### src/rtl/imm_extend_stage.sv
// LEGv8 immediate-extension pipeline stage.
// Each accepted instruction word is decoded into an extension kind and a
// 64-bit immediate. The result is held in a two-entry register buffer
// (main + skid). The consumer always sees the main entry. in_ready depends
// only on the skid valid bit, so there is no combinational path from
// out_ready to in_ready and none from instr to the outputs.

module imm_extend_stage (
  input  logic        clk,
  input  logic        reset,
  input  logic        flush,
  input  logic        in_valid,
  output logic        in_ready,
  input  logic [31:0] instr,
  output logic        out_valid,
  input  logic        out_ready,
  output logic [63:0] imm,
  output logic [2:0]  imm_kind
);

  // Extension kinds presented on imm_kind. Values 5-7 are never produced.
  localparam logic [2:0] KIND_NONE = 3'd0;
  localparam logic [2:0] KIND_ZE12 = 3'd1;
  localparam logic [2:0] KIND_SE9  = 3'd2;
  localparam logic [2:0] KIND_SE19 = 3'd3;
  localparam logic [2:0] KIND_SE26 = 3'd4;

  // Opcode classification. Earlier tests take priority over later ones:
  // B, then CBZ, then ADDI/SUBI, then LDUR/STUR.
  function automatic logic [2:0] decode_kind(input logic [31:0] w);
    logic [2:0] k;
    if (w[31:26] == 6'b000101) begin
      k = KIND_SE26;
    end else if (w[31:24] == 8'b1011_0100) begin
      k = KIND_SE19;
    end else if ((w[31:22] == 10'b10_0100_0100) ||
                 (w[31:22] == 10'b11_0100_0100)) begin
      k = KIND_ZE12;
    end else if ((w[31:21] == 11'b111_1100_0010) ||
                 (w[31:21] == 11'b111_1100_0000)) begin
      k = KIND_SE9;
    end else begin
      k = KIND_NONE;
    end
    return k;
  endfunction

  // Immediate formation for a given kind. Branch offsets are word
  // offsets, so they are scaled by 4 before sign extension.
  function automatic logic [63:0] form_imm(input logic [2:0]  kind,
                                           input logic [31:0] w);
    logic [63:0] v;
    case (kind)
      KIND_ZE12: v = {52'd0, w[21:10]};
      KIND_SE9:  v = {{55{w[20]}}, w[20:12]};
      KIND_SE19: v = {{43{w[23]}}, w[23:5], 2'b00};
      KIND_SE26: v = {{36{w[25]}}, w[25:0], 2'b00};
      default:   v = 64'd0;
    endcase
    return v;
  endfunction

  // Buffer state. Only the valid bits are reset. The data registers of an
  // empty entry hold stale values that are never observed.
  logic        main_valid_q, main_valid_d;
  logic [63:0] main_imm_q,   main_imm_d;
  logic [2:0]  main_kind_q,  main_kind_d;
  logic        skid_valid_q, skid_valid_d;
  logic [63:0] skid_imm_q,   skid_imm_d;
  logic [2:0]  skid_kind_q,  skid_kind_d;

  logic [2:0]  dec_kind;
  logic [63:0] dec_imm;
  logic        accept;
  logic        xfer;

  // Decode the incoming word and qualify the two handshakes.
  always_comb begin
    dec_kind = decode_kind(instr);
    dec_imm  = form_imm(dec_kind, instr);
    accept   = in_valid & ~skid_valid_q & ~flush;
    xfer     = main_valid_q & out_ready;
  end

  // Next-state selection for the main and skid entries.
  always_comb begin
    main_valid_d = main_valid_q;
    main_imm_d   = main_imm_q;
    main_kind_d  = main_kind_q;
    skid_valid_d = skid_valid_q;
    skid_imm_d   = skid_imm_q;
    skid_kind_d  = skid_kind_q;

    if (flush) begin
      // Flush wins over any transfer or acceptance in the same cycle.
      main_valid_d = 1'b0;
      skid_valid_d = 1'b0;
    end else if (skid_valid_q) begin
      // Both entries full: in_ready is low, so nothing is accepted.
      if (xfer) begin
        main_valid_d = 1'b1;
        main_imm_d   = skid_imm_q;
        main_kind_d  = skid_kind_q;
        skid_valid_d = 1'b0;
      end else begin
        main_valid_d = main_valid_q;
      end
    end else if (!main_valid_q || xfer) begin
      // Main is free (or freeing this cycle): a new word goes straight in.
      main_valid_d = accept;
      if (accept) begin
        main_imm_d  = dec_imm;
        main_kind_d = dec_kind;
      end else begin
        main_imm_d  = main_imm_q;
      end
    end else begin
      // Main is stalled: park a new word in the skid entry.
      if (accept) begin
        skid_valid_d = 1'b1;
        skid_imm_d   = dec_imm;
        skid_kind_d  = dec_kind;
      end else begin
        skid_valid_d = 1'b0;
      end
    end
  end

  // Valid bits: asynchronous clear on reset.
  always_ff @(posedge clk or posedge reset) begin
    if (reset) begin
      main_valid_q <= 1'b0;
      skid_valid_q <= 1'b0;
    end else begin
      main_valid_q <= main_valid_d;
      skid_valid_q <= skid_valid_d;
    end
  end

  // Payload registers: no reset, they only matter while their entry is valid.
  always_ff @(posedge clk) begin
    main_imm_q  <= main_imm_d;
    main_kind_q <= main_kind_d;
    skid_imm_q  <= skid_imm_d;
    skid_kind_q <= skid_kind_d;
  end

  // Outputs come only from registers. The payload is masked by the main
  // valid bit, so imm and imm_kind read zero during and right after reset.
  always_comb begin
    out_valid = main_valid_q;
    in_ready  = ~skid_valid_q;
    if (main_valid_q) begin
      imm      = main_imm_q;
      imm_kind = main_kind_q;
    end else begin
      imm      = 64'd0;
      imm_kind = KIND_NONE;
    end
  end

endmodule

### config.mk
export PLATFORM = sky130hd
export DESIGN_NAME = imm_extend_stage
export DESIGN_NICKNAME = d
export VERILOG_FILES = /design/src/rtl/imm_extend_stage.sv
export SDC_FILE = /design/constraint.sdc
export NUM_CORES = 1
export LEC_CHECK = 0
export CORE_AREA = 4 4 92 94
export DETAILED_ROUTE_END_ITERATION = 8
export DIE_AREA = 0 0 96 98
export PLACE_DENSITY = 0.87
export RECOVER_POWER = 100
export SETUP_SLACK_MARGIN = 0.1
export SLEW_MARGIN = 25
export SYNTH_ARGS = -nofsm -noshare
export SYNTH_HDL_FRONTEND = slang
export SYNTH_SLANG_ARGS = --single-unit
export TNS_END_PERCENT = 20
### constraint.sdc
create_clock -name clk -period 4.2 [get_ports clk]
set_input_delay 0.42 -clock clk [delete_from_list [all_inputs] [get_ports clk]]
set_output_delay 0.42 -clock clk [all_outputs]
set_load 0.1 [all_outputs]
==> impl_metrics.ini, run 1 <==
[power]
leakage_nw = 1.793
p_comb_frac = 0.242
sw_frac_of_total = 0.3511
clock_power_share = 0.321
power.density_nw_per_um2 = 382.7
power_frac_seq = 0.437
p_switching_w = 0.0005835
internal_power_w = 0.001079
ir_drop_mv = 0.2100

[clock_tree]
post-cts-setup-buffers = 0
clock_latency_ns = 0.35
cts_hold_buf = 0
cts.htree.levels = 3
clockRootBuffer = clkbuf_8
cts_sinks = 64
clockBufferDepth = 2
cts_inserted_buffers = 9
cts_tree = done
path_clk_slew_ns = 0.08
cts_resized = 0

[timing]
fmax_ghz = 0.2857
finalCritPeriodShare = 0.8335
fin_hold_ws_ns = 0.3593
finalSetupViolCount = 0
grt_setup_unrepaired = false
slew_violations = 64
max_slew.worst_pin.slew_ns = 1.790
period_needed_ns = 3.501
setup_tns_ns = 0
fin_skew_ns = 0.01041
slew-limit-headroom = -0.1933
hold_viol = 0

[global_routing]
grt_usage = 0.1844
grt_pass1_wl_mm = 13.15
grt_pass1_vias = 2435
grt_remaining_overflow = 0
antenna_found_initial = 0
grt_max_degree = 42

[setup_path]
reg2reg_depth = 5
reg2reg_from = skid_valid_q
cp-start-kind = flop
cp_data_arrival_time_ns = 3.44
regToRegEndpoint = skid_imm_q[4]
worstSetupPathType = flop to flop
reg2reg_slack_ns = 0.70
cp.required_ns = 4.13
endpoint_kind = flop
critPathMaxFanout = 41

[floorplanning]
die_w_um = 96
rows = 32
die_area_um2 = 9408
coreArea_um2 = 7647
initial_utilization = 0.4601
fp.dieH_um = 98
ioPinCount = 106

[hold_path]
min_path_type = input port to async pin

[logic_synthesis]
async_flop_share = 0.03125
dominantRegCellSynth = edfxtp_1
synth_cells = 296
synth-seq-area-share = 0.5434
synth_common_cells = 62 x edfxtp_1, 39 x buf_4, 34 x and2_1
synth-edff-count = 62
syn-mean-instance-area_um2 = 11.89
synth.top_cell.area_share = 0.5292
yosysMostFrequentCell = edfxtp_1
yosys-top-cells-area = edfxtp_1 53%, buf_4 8.3%, mux2_2 6.7%
ys_ff_latch = 64
synth_cell_types = 39
yosys_warnings = 0
syn_nets = 333
syn_area_um2 = 3518
yosysTopAreaCell = edfxtp_1

[cells_and_area]
final_cell_area_um2 = 4343
multi_input_area_um2 = 1165
drive_gt1_frac = 0.2098
postLayoutCoreUtil = 0.5679
area_growth_pct = 23.44
finalNonFillerCells = 469
n_fill_cell = 662
antenna_cells = 0
fin_nets = 399
seqCellArea_um2 = 1912

[placed_design]
dp.cells = 453
post-dp-hpwl_mm = 5.872
dpl_cell_area_um2 = 4282
port-buffer-count = 105
gp_congestion = 0.9604

[route]
drcViolationCount = 0
viasPerCell = 5.450
drt_iter0_markers = 255
route.antenna.remaining_nets = 0
wirelength_mm = 8.383
first_pass_iters = 5
dr_total_vias = 2556
wire_per_inst_um = 17.87

[run]
cap_violations = 2

[run_status]
status = finished with violations
violations = capacitance limit, slew limit
## how the worst max path moves through the flow
stage / start / to / slack [ns]
2_1_floorplan: out_valid / skid_imm_q[0] / 0.38
3_3_place_gp: out_valid / imm[22] / 1.49
3_5_place_dp: out_valid / imm[59] / 1.40
4_1_cts: out_valid / imm[59] / 1.03
5_1_grt: skid_valid_q / main_kind_q[1] / 0.49
6_report: skid_valid_q / skid_imm_q[4] / 0.70
## kinds of logic after synthesis
family                 share of synthesized area
flip-flops                                0.5434
multiplexers                             0.06721
buffers and inverters                     0.1166
AO/OA/AOI/OAI                             0.1277
AND/OR/NAND/NOR                           0.1451
## power groups by stage
stage	Clock, W	Sequential, W	Combinational, W
final	0.000534	0.000726	0.000402
after floorplan	0	0.000739	0.000328
after CTS	0.000546	0.000725	0.000424
after global placement	0	0.000738	0.000419
after detailed placement	0	0.000739	0.000423
after global routing	0.000577	0.000728	0.000417
## sequential cells by signal, summed over array words and instances, names as in the netlist
register      flops
skid_kind_q       3
skid_imm_q       28
main_kind_q       3
skid_valid_q      1
main_imm_q       28
out_valid         1
## critical path: stages (launching register included)
cell and delay (ns):
dfrtp_1 0.46, clkinv_1 0.11, clkbuf_2 0.70, nand2_1 0.22, nor3_1 0.25, clkbuf_1 1.31
## placed cells by master (no fill, tap or decap), types with 3 or more instances in the layout
cell,count
nand3_1,10
clkbuf_1,3
clkbuf_8,9
a32oi_1,7
and2_0,3
edfxtp_1,62
a31oi_1,11
nand2_1,21
nor2_1,10
clkinvlp_4,3
dlygate4sd3_1,36
a22oi_1,10
o2bb2ai_1,7
clkbuf_2,36
buf_4,3
and2_1,31
o221ai_1,9
mux2_2,19
clkdlybuf4s50_1,32
inv_1,10
## metrics by stage
stage / power [W] / worst slack, ns
CTS: 0.001695 / 1.032
global placement: 0.001157 / 1.492
floorplan: 0.001067 / 0.3761
finish: 0.001662 / 0.6993
global route: 0.001723 / 0.4874
detailed placement: 0.001163 / 1.396
## final cells by class
| type | instances | share of cell area |
|---|---|---|
| clock inverter | 7 | 0.01815 |
| clock buffer | 9 | 0.02852 |
| tap | 102 | 0.02939 |
| sequential | 64 | 0.4402 |
| timing repair buffer | 110 | 0.2060 |
| inverter | 11 | 0.009507 |
| multi-input combinational | 166 | 0.2682 |
## per-layer routing
layer	wire length, um	GRT usage
met2	4165	0.2788
met4	256	0.08643
met1	3214	0.2486
met3	747	0.04314
met5	0	0
Note: power is estimated with default switching activity, not from simulation.
==> run 2, diff against run 1 <==
--- a/config.mk
+++ b/config.mk
@@ -5,10 +5,10 @@
 export SDC_FILE = /design/constraint.sdc
 export NUM_CORES = 1
 export LEC_CHECK = 0
-export CORE_AREA = 4 4 92 94
+export CORE_AREA = 4 4 96 98
 export DETAILED_ROUTE_END_ITERATION = 8
-export DIE_AREA = 0 0 96 98
-export PLACE_DENSITY = 0.87
+export DIE_AREA = 0 0 100 102
+export PLACE_DENSITY = 0.85
 export RECOVER_POWER = 100
 export SETUP_SLACK_MARGIN = 0.1
 export SLEW_MARGIN = 25
==> constraint.sdc (replaced) <==
create_clock -name clk -period 3.1 [get_ports clk]
set_input_delay 0.31 -clock clk [delete_from_list [all_inputs] [get_ports clk]]
set_output_delay 0.31 -clock clk [all_outputs]
set_load 0.1 [all_outputs]
==> run 2 against run 1 <==
The flow now finishes without violations. Clock power rose by 30%. Critical path depth shrank 2. Design area up 9.4%. Non-clock buffer count increased by 2. Critical path type is now flop to output port. Utilization decreased by 0.66 points. Flip-flop and latch count unchanged. Routed wire length is 1.3% higher. Largest cell class unchanged. Cell count grew 1.7%.
==> impl_metrics.ini, run 2 (synthesis results as in run 1) <==
[placed_design]
post-dp-hpwl_mm = 6.222
dp.cells = 461
port-buffer-count = 105
gp_congestion = 0.8982

[timing]
fin_hold_ws_ns = 0.2442
period_needed_ns = 2.602
finalCritPeriodShare = 0.8392
hold_viol = 0
slew_violations = 0
grt_setup_unrepaired = false
max_slew.worst_pin.slew_ns = 1.197
setup_tns_ns = 0
fin_skew_ns = 0.005855
slew-limit-headroom = 0.2057
finalSetupViolCount = 0
fmax_ghz = 0.3844

[floorplanning]
die_area_um2 = 10200
rows = 34
fp.dieH_um = 102
die_w_um = 100
initial_utilization = 0.4156
ioPinCount = 106
coreArea_um2 = 8466

[cells_and_area]
reg.largest.list = main_imm_q x28, skid_imm_q x28
fin_nets = 401
final_common_cell = edfxtp_1
antenna_cells = 0
finalNonFillerCells = 477
area_growth_pct = 35.06
drive_gt1_frac = 0.2602
final_cell_mix = 62 x edfxtp_1, 37 x buf_12, 33 x clkdlybuf4s50_1
postLayoutCoreUtil = 0.5613

[power]
power.density_nw_per_um2 = 485.0
totalPowerFinal_w = 0.002305
leakage_nw = 1.839
ir_drop_mv = 0.4282

[setup_path]
cp_data_arrival_time_ns = 2.29
critPathMaxFanout = 37
reg2reg_slack_ns = 0.82
regToRegEndpoint = skid_imm_q[4]
cp.required_ns = 2.79
reg2reg_from = out_valid
endpoint_kind = output port
cp-start-kind = flop
crit_path_end = imm[48]
cp-startpoint = out_valid
reg2reg_depth = 3
worstSetupPathType = flop to output port

[route]
drcViolationCount = 0
route.antenna.remaining_nets = 0
dr_total_vias = 2584
wire_per_inst_um = 17.81
wirelength_mm = 8.494
first_pass_iters = 5
viasPerCell = 5.417
drt_iter0_markers = 308

[global_routing]
grt_usage = 0.1649
grt_max_degree = 42
grt_pass1_wl_mm = 12.88
antenna_found_initial = 0
grt_pass1_vias = 2353
grt_remaining_overflow = 0

[clock_tree]
cts_resized = 0
cts_hold_buf = 0
cts_inserted_buffers = 9
post-cts-setup-buffers = 0
clock_latency_ns = 0.34
cts_sinks = 64
clockBufferDepth = 2
path_clk_slew_ns = 0.07
cts_tree = done
cts.htree.levels = 3
clockRootBuffer = clkbuf_8

[hold_path]
min_path_type = input port to async pin

[run_status]
status = complete, no violations

[run]
cap_violations = 0
[run 2: changes by cell type in the layout (fill, tap and decap cells not counted), moves of 2 or more]
cell,previous run,this run
clkbuf_2,36,13
clkbuf_1,3,22
buf_12,0,37
clkinv_2,0,2
inv_6,2,0
dlygate4sd3_1,36,3
[run 2: worst min path at each step]
stage                from        end  slack, ns  cells after the start
CTS                 reset  out_valid       0.09                      2
floorplan           reset  out_valid       0.05                      1
detailed placement  reset  out_valid       0.47                      2
global placement    reset  out_valid       0.47                      2
finish              reset  out_valid       0.24                      2
global route        reset  out_valid       0.24                      2
[run 2: final cells by class]
class                           instances  area, um2
Clock buffer                            9      123.9
Clock inverter                          7      72.57
Fill cell                             693       3714
Inverter                               11      41.29
Multi-Input combinational cell        166       1185
Sequential cell                        64       1912
Tap cell                              108      135.1
Timing Repair Buffer                  112       1282
[run 2: metal layers]
metal | up-vias | part of all wire | GRT usage
li1 | 1200 | - | -
met3 | 15 | 0.088 | 0.04164
met5 | - | 0 | 0
met1 | 1205 | 0.38 | 0.2050
met4 | 0 | 0.017 | 0.06839
met2 | 164 | 0.52 | 0.2755
[run 2: per-stage QoR]
step / cell area (um2) / worst slack (ns)
6_report: 4752 / 0.4984
5_1_grt: 4752 / 0.3257
4_1_cts: 4902 / 0.6600
3_5_place_dp: 4706 / 0.7372
3_3_place_gp: 4706 / 0.7949
2_1_floorplan: 3523 / -0.3322
[run 2: worst max-delay path, stage by stage (launching register included)]
cell,delay [ns]
dfrtp_1,0.80
and2_1,0.26
buf_6,0.59
buf_12,0.26
[run 2: power by group]
group	leakage [nW]	total [W]	internal (W)	switching, W
Clock	0.0952	0.000696	0.000370	0.000326
Combinational	1.07	0.000627	0.000175	0.000452
Sequential	0.670	0.000981	0.000969	0.0000120
